`src/rtl/knn_pkg.sv`:
```
// Shared types and default sizes for the k-nearest-neighbour datapath.
package knn_pkg;

  localparam int K_DEF      = 8;
  localparam int W_DEF      = 16;
  localparam int TYPE_W_DEF = 3;

  typedef enum logic {
    S_COLLECT = 1'b0,
    S_HOLD    = 1'b1
  } sorter_state_e;

endpackage

```
`src/rtl/topk_cell.sv`:
```
// One slot of the top-K list: stored entry, compare against the
// incoming key, and a mux that either loads the input or the upper neighbour.
module topk_cell
  import knn_pkg::*;
#(
  parameter int W      = W_DEF,
  parameter int TYPE_W = TYPE_W_DEF
) (
  input  logic              clk,
  input  logic              rst,
  input  logic              clr_i,
  input  logic              ins_i,
  input  logic              asc_i,
  input  logic [W-1:0]      in_key_i,
  input  logic [TYPE_W-1:0] in_type_i,
  input  logic              prev_better_i,
  input  logic              prev_vld_i,
  input  logic [W-1:0]      prev_key_i,
  input  logic [TYPE_W-1:0] prev_type_i,
  output logic              better_o,
  output logic              vld_o,
  output logic [W-1:0]      key_o,
  output logic [TYPE_W-1:0] type_o
);

  logic              vld_q, vld_d;
  logic [W-1:0]      key_q, key_d;
  logic [TYPE_W-1:0] type_q, type_d;

  // Strict compare keeps insertion stable: equal keys land behind.
  always_comb begin
    better_o = 1'b1;
    if (vld_q) begin
      better_o = asc_i ? (in_key_i < key_q)
                       : (in_key_i > key_q);
    end
  end

  always_comb begin
    vld_d  = vld_q;
    key_d  = key_q;
    type_d = type_q;
    if (clr_i) begin
      vld_d  = 1'b0;
      key_d  = '1;
      type_d = '0;
    end else if (ins_i && better_o) begin
      if (prev_better_i) begin
        vld_d  = prev_vld_i;
        key_d  = prev_key_i;
        type_d = prev_type_i;
      end else begin
        vld_d  = 1'b1;
        key_d  = in_key_i;
        type_d = in_type_i;
      end
    end
  end

  always_ff @(posedge clk or posedge rst) begin
    if (rst) begin
      vld_q  <= 1'b0;
      key_q  <= '1;
      type_q <= '0;
    end else begin
      vld_q  <= vld_d;
      key_q  <= key_d;
      type_q <= type_d;
    end
  end

  assign vld_o  = vld_q;
  assign key_o  = key_q;
  assign type_o = type_q;

endmodule

```
`src/rtl/topk_insert_sorter.sv`:
```
// Streaming top-K selector: keeps the K best keys of a frame, sorted
// best-first, and holds the result until the consumer takes it.
module topk_insert_sorter
  import knn_pkg::*;
#(
  parameter int K      = K_DEF,
  parameter int W      = W_DEF,
  parameter int TYPE_W = TYPE_W_DEF
) (
  input  logic                   clk,
  input  logic                   rst,
  input  logic                   in_valid,
  output logic                   in_ready,
  input  logic                   in_last,
  input  logic                   ascending,
  input  logic [W-1:0]           in_key,
  input  logic [TYPE_W-1:0]      in_type,
  output logic                   out_valid,
  input  logic                   out_ready,
  output logic [W*K-1:0]         out_keys,
  output logic [TYPE_W*K-1:0]    out_types,
  output logic [$clog2(K+1)-1:0] out_count
);

  localparam int CW = $clog2(K+1);

  sorter_state_e state_q, state_d;
  logic          asc_q, asc_d;
  logic [CW-1:0] cnt_q, cnt_d;

  logic accept;
  logic release_w;
  logic first;
  logic asc_eff;

  logic              better [K];
  logic              vld    [K];
  logic [W-1:0]      key    [K];
  logic [TYPE_W-1:0] typ    [K];
  logic              p_bet  [K];
  logic              p_vld  [K];
  logic [W-1:0]      p_key  [K];
  logic [TYPE_W-1:0] p_typ  [K];

  assign accept    = in_valid && in_ready;
  assign release_w = out_valid && out_ready;
  assign first     = (cnt_q == '0);
  // Direction is taken live on the first element, latched afterwards.
  assign asc_eff   = first ? ascending : asc_q;

  always_ff @(posedge clk or posedge rst) begin
    if (rst) begin
      state_q <= S_COLLECT;
    end else begin
      state_q <= state_d;
    end
  end

  always_comb begin
    state_d = state_q;
    unique case (state_q)
      S_COLLECT: if (accept && in_last) state_d = S_HOLD;
      S_HOLD:    if (out_ready)         state_d = S_COLLECT;
      default:   state_d = S_COLLECT;
    endcase
  end

  always_comb begin
    in_ready  = 1'b0;
    out_valid = 1'b0;
    unique case (state_q)
      S_COLLECT: in_ready  = 1'b1;
      S_HOLD:    out_valid = 1'b1;
      default:   in_ready  = 1'b1;
    endcase
  end

  always_comb begin
    asc_d = asc_q;
    cnt_d = cnt_q;
    if (release_w) begin
      asc_d = 1'b1;
      cnt_d = '0;
    end else if (accept) begin
      if (first) asc_d = ascending;
      if (cnt_q != CW'(K)) cnt_d = cnt_q + 1'b1;
    end
  end

  always_ff @(posedge clk or posedge rst) begin
    if (rst) begin
      asc_q <= 1'b1;
      cnt_q <= '0;
    end else begin
      asc_q <= asc_d;
      cnt_q <= cnt_d;
    end
  end

  for (genvar g = 0; g < K; g++) begin : g_slot
    if (g == 0) begin : g_head
      assign p_bet[g] = 1'b0;
      assign p_vld[g] = 1'b0;
      assign p_key[g] = in_key;
      assign p_typ[g] = in_type;
    end else begin : g_link
      assign p_bet[g] = better[g-1];
      assign p_vld[g] = vld[g-1];
      assign p_key[g] = key[g-1];
      assign p_typ[g] = typ[g-1];
    end

    topk_cell #(
      .W      (W),
      .TYPE_W (TYPE_W)
    ) u_cell (
      .clk           (clk),
      .rst           (rst),
      .clr_i         (release_w),
      .ins_i         (accept),
      .asc_i         (asc_eff),
      .in_key_i      (in_key),
      .in_type_i     (in_type),
      .prev_better_i (p_bet[g]),
      .prev_vld_i    (p_vld[g]),
      .prev_key_i    (p_key[g]),
      .prev_type_i   (p_typ[g]),
      .better_o      (better[g]),
      .vld_o         (vld[g]),
      .key_o         (key[g]),
      .type_o        (typ[g])
    );

    // Empty slots read as the worst possible key for the frame direction.
    assign out_keys[W*g +: W] =
      vld[g] ? key[g] : (asc_q ? {W{1'b1}} : {W{1'b0}});
    assign out_types[TYPE_W*g +: TYPE_W] = typ[g];
  end

  assign out_count = cnt_q;

endmodule

```
`config.mk`:
```
export PLATFORM = sky130hd
export DESIGN_NAME = topk_insert_sorter
export DESIGN_NICKNAME = d
export VERILOG_FILES = /design/src/rtl/knn_pkg.sv /design/src/rtl/topk_cell.sv /design/src/rtl/topk_insert_sorter.sv
export SDC_FILE = /design/constraint.sdc
export NUM_CORES = 1
export LEC_CHECK = 0
export ABC_AREA = 1
export ABC_CLOCK_PERIOD_IN_PS = 11900
export CAP_MARGIN = 10
export CORE_UTILIZATION = 55
export CTS_CLUSTER_SIZE = 28
export DETAILED_ROUTE_END_ITERATION = 10
export DONT_BUFFER_PORTS = 1
export MAX_ROUTING_LAYER = met4
export PLACE_DENSITY_LB_ADDON = 0.1
export SLEW_MARGIN = 5
export SYNTH_ARGS = -nofsm -noshare
export SYNTH_HDL_FRONTEND = slang
export SYNTH_SLANG_ARGS = --single-unit
```
`constraint.sdc`:
```
create_clock -name clk -period 11.9 [get_ports clk]
set_input_delay 1.785 -clock clk [delete_from_list [all_inputs] [get_ports clk]]
set_output_delay 1.785 -clock clk [all_outputs]
set_load 0.05 [all_outputs]
```
==> out/qor_table.md <==
| Step | Quantity | Reported |
|---|---|---|
| cts | Clock tree from TritonCTS | built |
| sta | Hold Vio Cnt, Final | 0 |
| route | Violation count after the first detailed-route iteration | 1181 |
| die | Boundary pin count | 183 |
| route | Antenna viol nets, final | 0 |
| logic synthesis | Area fraction of the dominant cell type after synthesis | 25.50% |
| logic synthesis | Post-synthesis instance area | 13290 um^2 |
| logic synthesis | Number of flip-flops and latches in the synthesized netlist | 166 |
| placed design | Routability congestion estimate from global placement | 0.9650 |
| sta | Sum of negative setup slack | 0 ps |
| die | Die width | 157.5 um |
| logic synthesis | Mean post-synth cell area | 6.676 um^2 |
| die | Initial Utilization | 56.29% |
| die | Die Outline Area | 24790 um^2 |
| logic synthesis | Number of different library cells in the post-synthesis netlist | 29 |
| logic synthesis | Async set-reset flop share out of synthesis | 100.0% |
| setup path | Data required time of the worst path | 12280 ps |
| sta | Final setup skew | 16.66 ps |
| setup path | Endpoint type of the worst setup path | flip-flop |
| cts | Clk sinks | 166 |
| cts | Maximum count of clock buffers along a single path | 2 |
| logic synthesis | Total nets after synthesis | 2146 |
| placed design | IO buf count | 0 |
| cts | CTS Hold Buffers Added | 0 |
| die | Num rows | 56 |
| grt | Pin count of the biggest net entering global routing | 96 |
| route | Total Routed Length | 42730 um |
| logic synthesis | EDFF count, synth | 0 |
| sta | Setup repair after global routing missed its margin | false |
| logic synthesis | Register area share after synthesis | 32.47% |
| setup path | Slack of the worst reg-to-reg path | 7400 ps |
| die | Core area | 23610 um^2 |
| route | Final routed wire length divided by cell count | 19.06 um |
| logic synthesis | Synthesis Warnings | 0 |
| logic synthesis | Count of mapped cells out of synthesis | 1991 |
| sta | Max Fclk | 198.7 MHz |
| logic synthesis | Cell with the most instances after synthesis | nand2_1 |
| grt | Overall Global Routing Usage | 35.90% |
| cts | TritonCTS buffer count | 17 |
| sta | Final period utilization | 42.29% |
| cts | Clk Tree Root Cell | clkbuf_16 |
| logic synthesis | Largest cells by area after synthesis | dfstp_2 26%, nand2_1 17%, ha_1 12% |
| setup path | CP startpoint kind | primary input |
| grt | Total global routing overflow | 0 |
| layout | Final layout net count | 2065 |
| cts | Clock slew seen by the registers of the worst setup and hold paths | 80 ps |
| route | Length of the first detailed-routing pass in iterations | 5 |
| outcome | Run status | finished clean |
| cts | Post-CTS setup buffer count | 0 |
| run | Max cap viols | 0 |
| cts | H-tree levels | 4 |
| die | Overall die height | 157.5 um |
| grt | First-pass GRT wire length | 64860 um |
| cts | # resized after CTS | 0 |
| layout | Fraction of layout instances using a drive strength above 1 | 10.19% |
| setup path | Type of the setup path with the least slack | primary input to flip-flop |
| setup path | Worst-path maximum fanout | 22 |
| layout | Growth of design area from synthesis to finish | 4.161% |
| grt | Via count of the first global-routing pass | 11530 |
| logic synthesis | Cell type contributing the most total cell area after synthesis | dfstp_2 |
| sta | Number of pins exceeding their max-slew limit in the final report | 0 |
| sta | Count of endpoints failing setup in the final report | 0 |
| logic synthesis | Top cell types by occurrence after synthesis | 589 x nand2_1, 269 x inv_1, 236 x nor2_1, 148 x o21ai_0, 130 x ha_1 |
| grt | Antenna violations before repair | 0 |
| logic synthesis | Top flip-flop cell by instance count after synthesis | dfstp_2 |
| hold path | Tightest Hold Check Type | flip-flop to flip-flop |
| placed design | Sum of net half-perimeters after detailed placement | 29310 um |
| layout | Filler instances | 2332 |
| sta | Minimum clock period after layout | 5033 ps |
| sta | Normalized max-slew margin | 33.20% |
| route | Vias/cell | 5.675 |
| route | Vias after detailed routing | 12720 |
| route | Total DRC errors in the routed layout | 0 |
| sta | Tightest Pin Transition | 995.3 ps |
| setup path | CP arrival | 5420 ps |
| layout | Antenna diode count | 0 |
| cts | Clk Latency, worst-skew pair | 450 ps |
==> cell families (layout without fill, tap and decap cells) <==
family	count (synthesis)	after routing	synth area share, %
compound gates	249	249	9.564
fa+ha+maj	130	130	12.24
buf+inv	380	312	11.53
flops	166	166	32.47
simple gates	1066	1066	34.20
==> per-layer routing <==
metal	track usage, %	vias to the layer above	share of wire (%)
met3	5.369	95	7.3
li1	-	6189	-
met2	55.63	496	45
met1	46.96	5943	44
met5	-	-	0
met4	14.56	0	3.7
==> final timing paths <==
path	startpoint	to	depth (start not counted)
max	in_key[0]	g_slot[6].u_cell.key_o[12]	16
min	g_slot[3].u_cell.key_o[8]	g_slot[3].u_cell.key_o[8]	2
max reg2reg	out_count[0]	g_slot[6].u_cell.key_o[12]	12
min reg2reg	g_slot[3].u_cell.key_o[8]	g_slot[3].u_cell.key_o[8]	2
max in group asynchronous	rst	g_slot[5].u_cell.type_o[1]	2
min in group asynchronous	rst	g_slot[2].u_cell.type_o[2]	1
==> metrics by stage <==
stage	utilization, %	hold WS (ps)	instances	setup WS [ps]	area [um^2]
after floorplan	-	453.0	1991	5838	13290
after global placement	56.04	466.8	2210	6659	13230
after detailed placement	56.04	476.7	2210	6530	13230
after CTS	58.63	489.3	2242	6962	13840
after global routing	58.63	500.4	2242	6343	13840
final	58.63	487.1	2242	6867	13840
==> critical path, cell delays in order <==
cell and delay (ps):
inv_1 350, ha_1 220, inv_1 40, nand2_1 40
nand2_1 40, nand2_1 50, nand2_1 50, nand2_1 60
nand2_1 50, nand2_1 70, nand3_1 480, nand3_1 730
nand2_1 670, inv_2 520, nand3_1 130, nand2_1 90
==> cell type report <==
type	instances	area (um^2)	share of cell area, %
well taps	319	399.1	2.883
clock inverters	13	158.9	1.148
inverters	276	1041	7.519
repair buffers	4	30.03	0.2169
multi-input cells	1445	7446	53.78
flip-flops and latches	166	4315	31.17
clock buffers	19	454.2	3.281
==> registers in the layout, indices dropped and copies added, names as in the netlist <==
register,cells
state_q,1
g_slot.u_cell.vld_o,8
asc_q,1
g_slot.u_cell.key_o,128
g_slot.u_cell.type_o,24
out_count,4
==> cell usage in the layout, fill, tap and decap left out <==
cell type / n
nand2_1: 588
inv_1: 268
nor2_1: 236
ha_1: 130
nand3_1: 129
dfstp_2: 129
o21ai_1: 127
a21oi_1: 92
nand4_1: 87
dfrtp_1: 37
o21ai_0: 24
clkbuf_16: 18
nand2_2: 9
inv_2: 6
nand3_2: 6
inv_6: 5
nand2_4: 4
buf_4: 4
nand4_4: 3
o21bai_1: 3
clkinv_4: 3
nor3_1: 2
clkinvlp_4: 2
bufinv_16: 2
inv_8: 2
clkinv_1: 1
o21ai_4: 1
nand4_2: 1
a21o_1: 1
nand3_4: 1
o22a_1: 1
clkbuf_1: 1
Power is not shown: default switching activity piles up to over one toggle a cycle in this logic, so the estimate is an artifact.
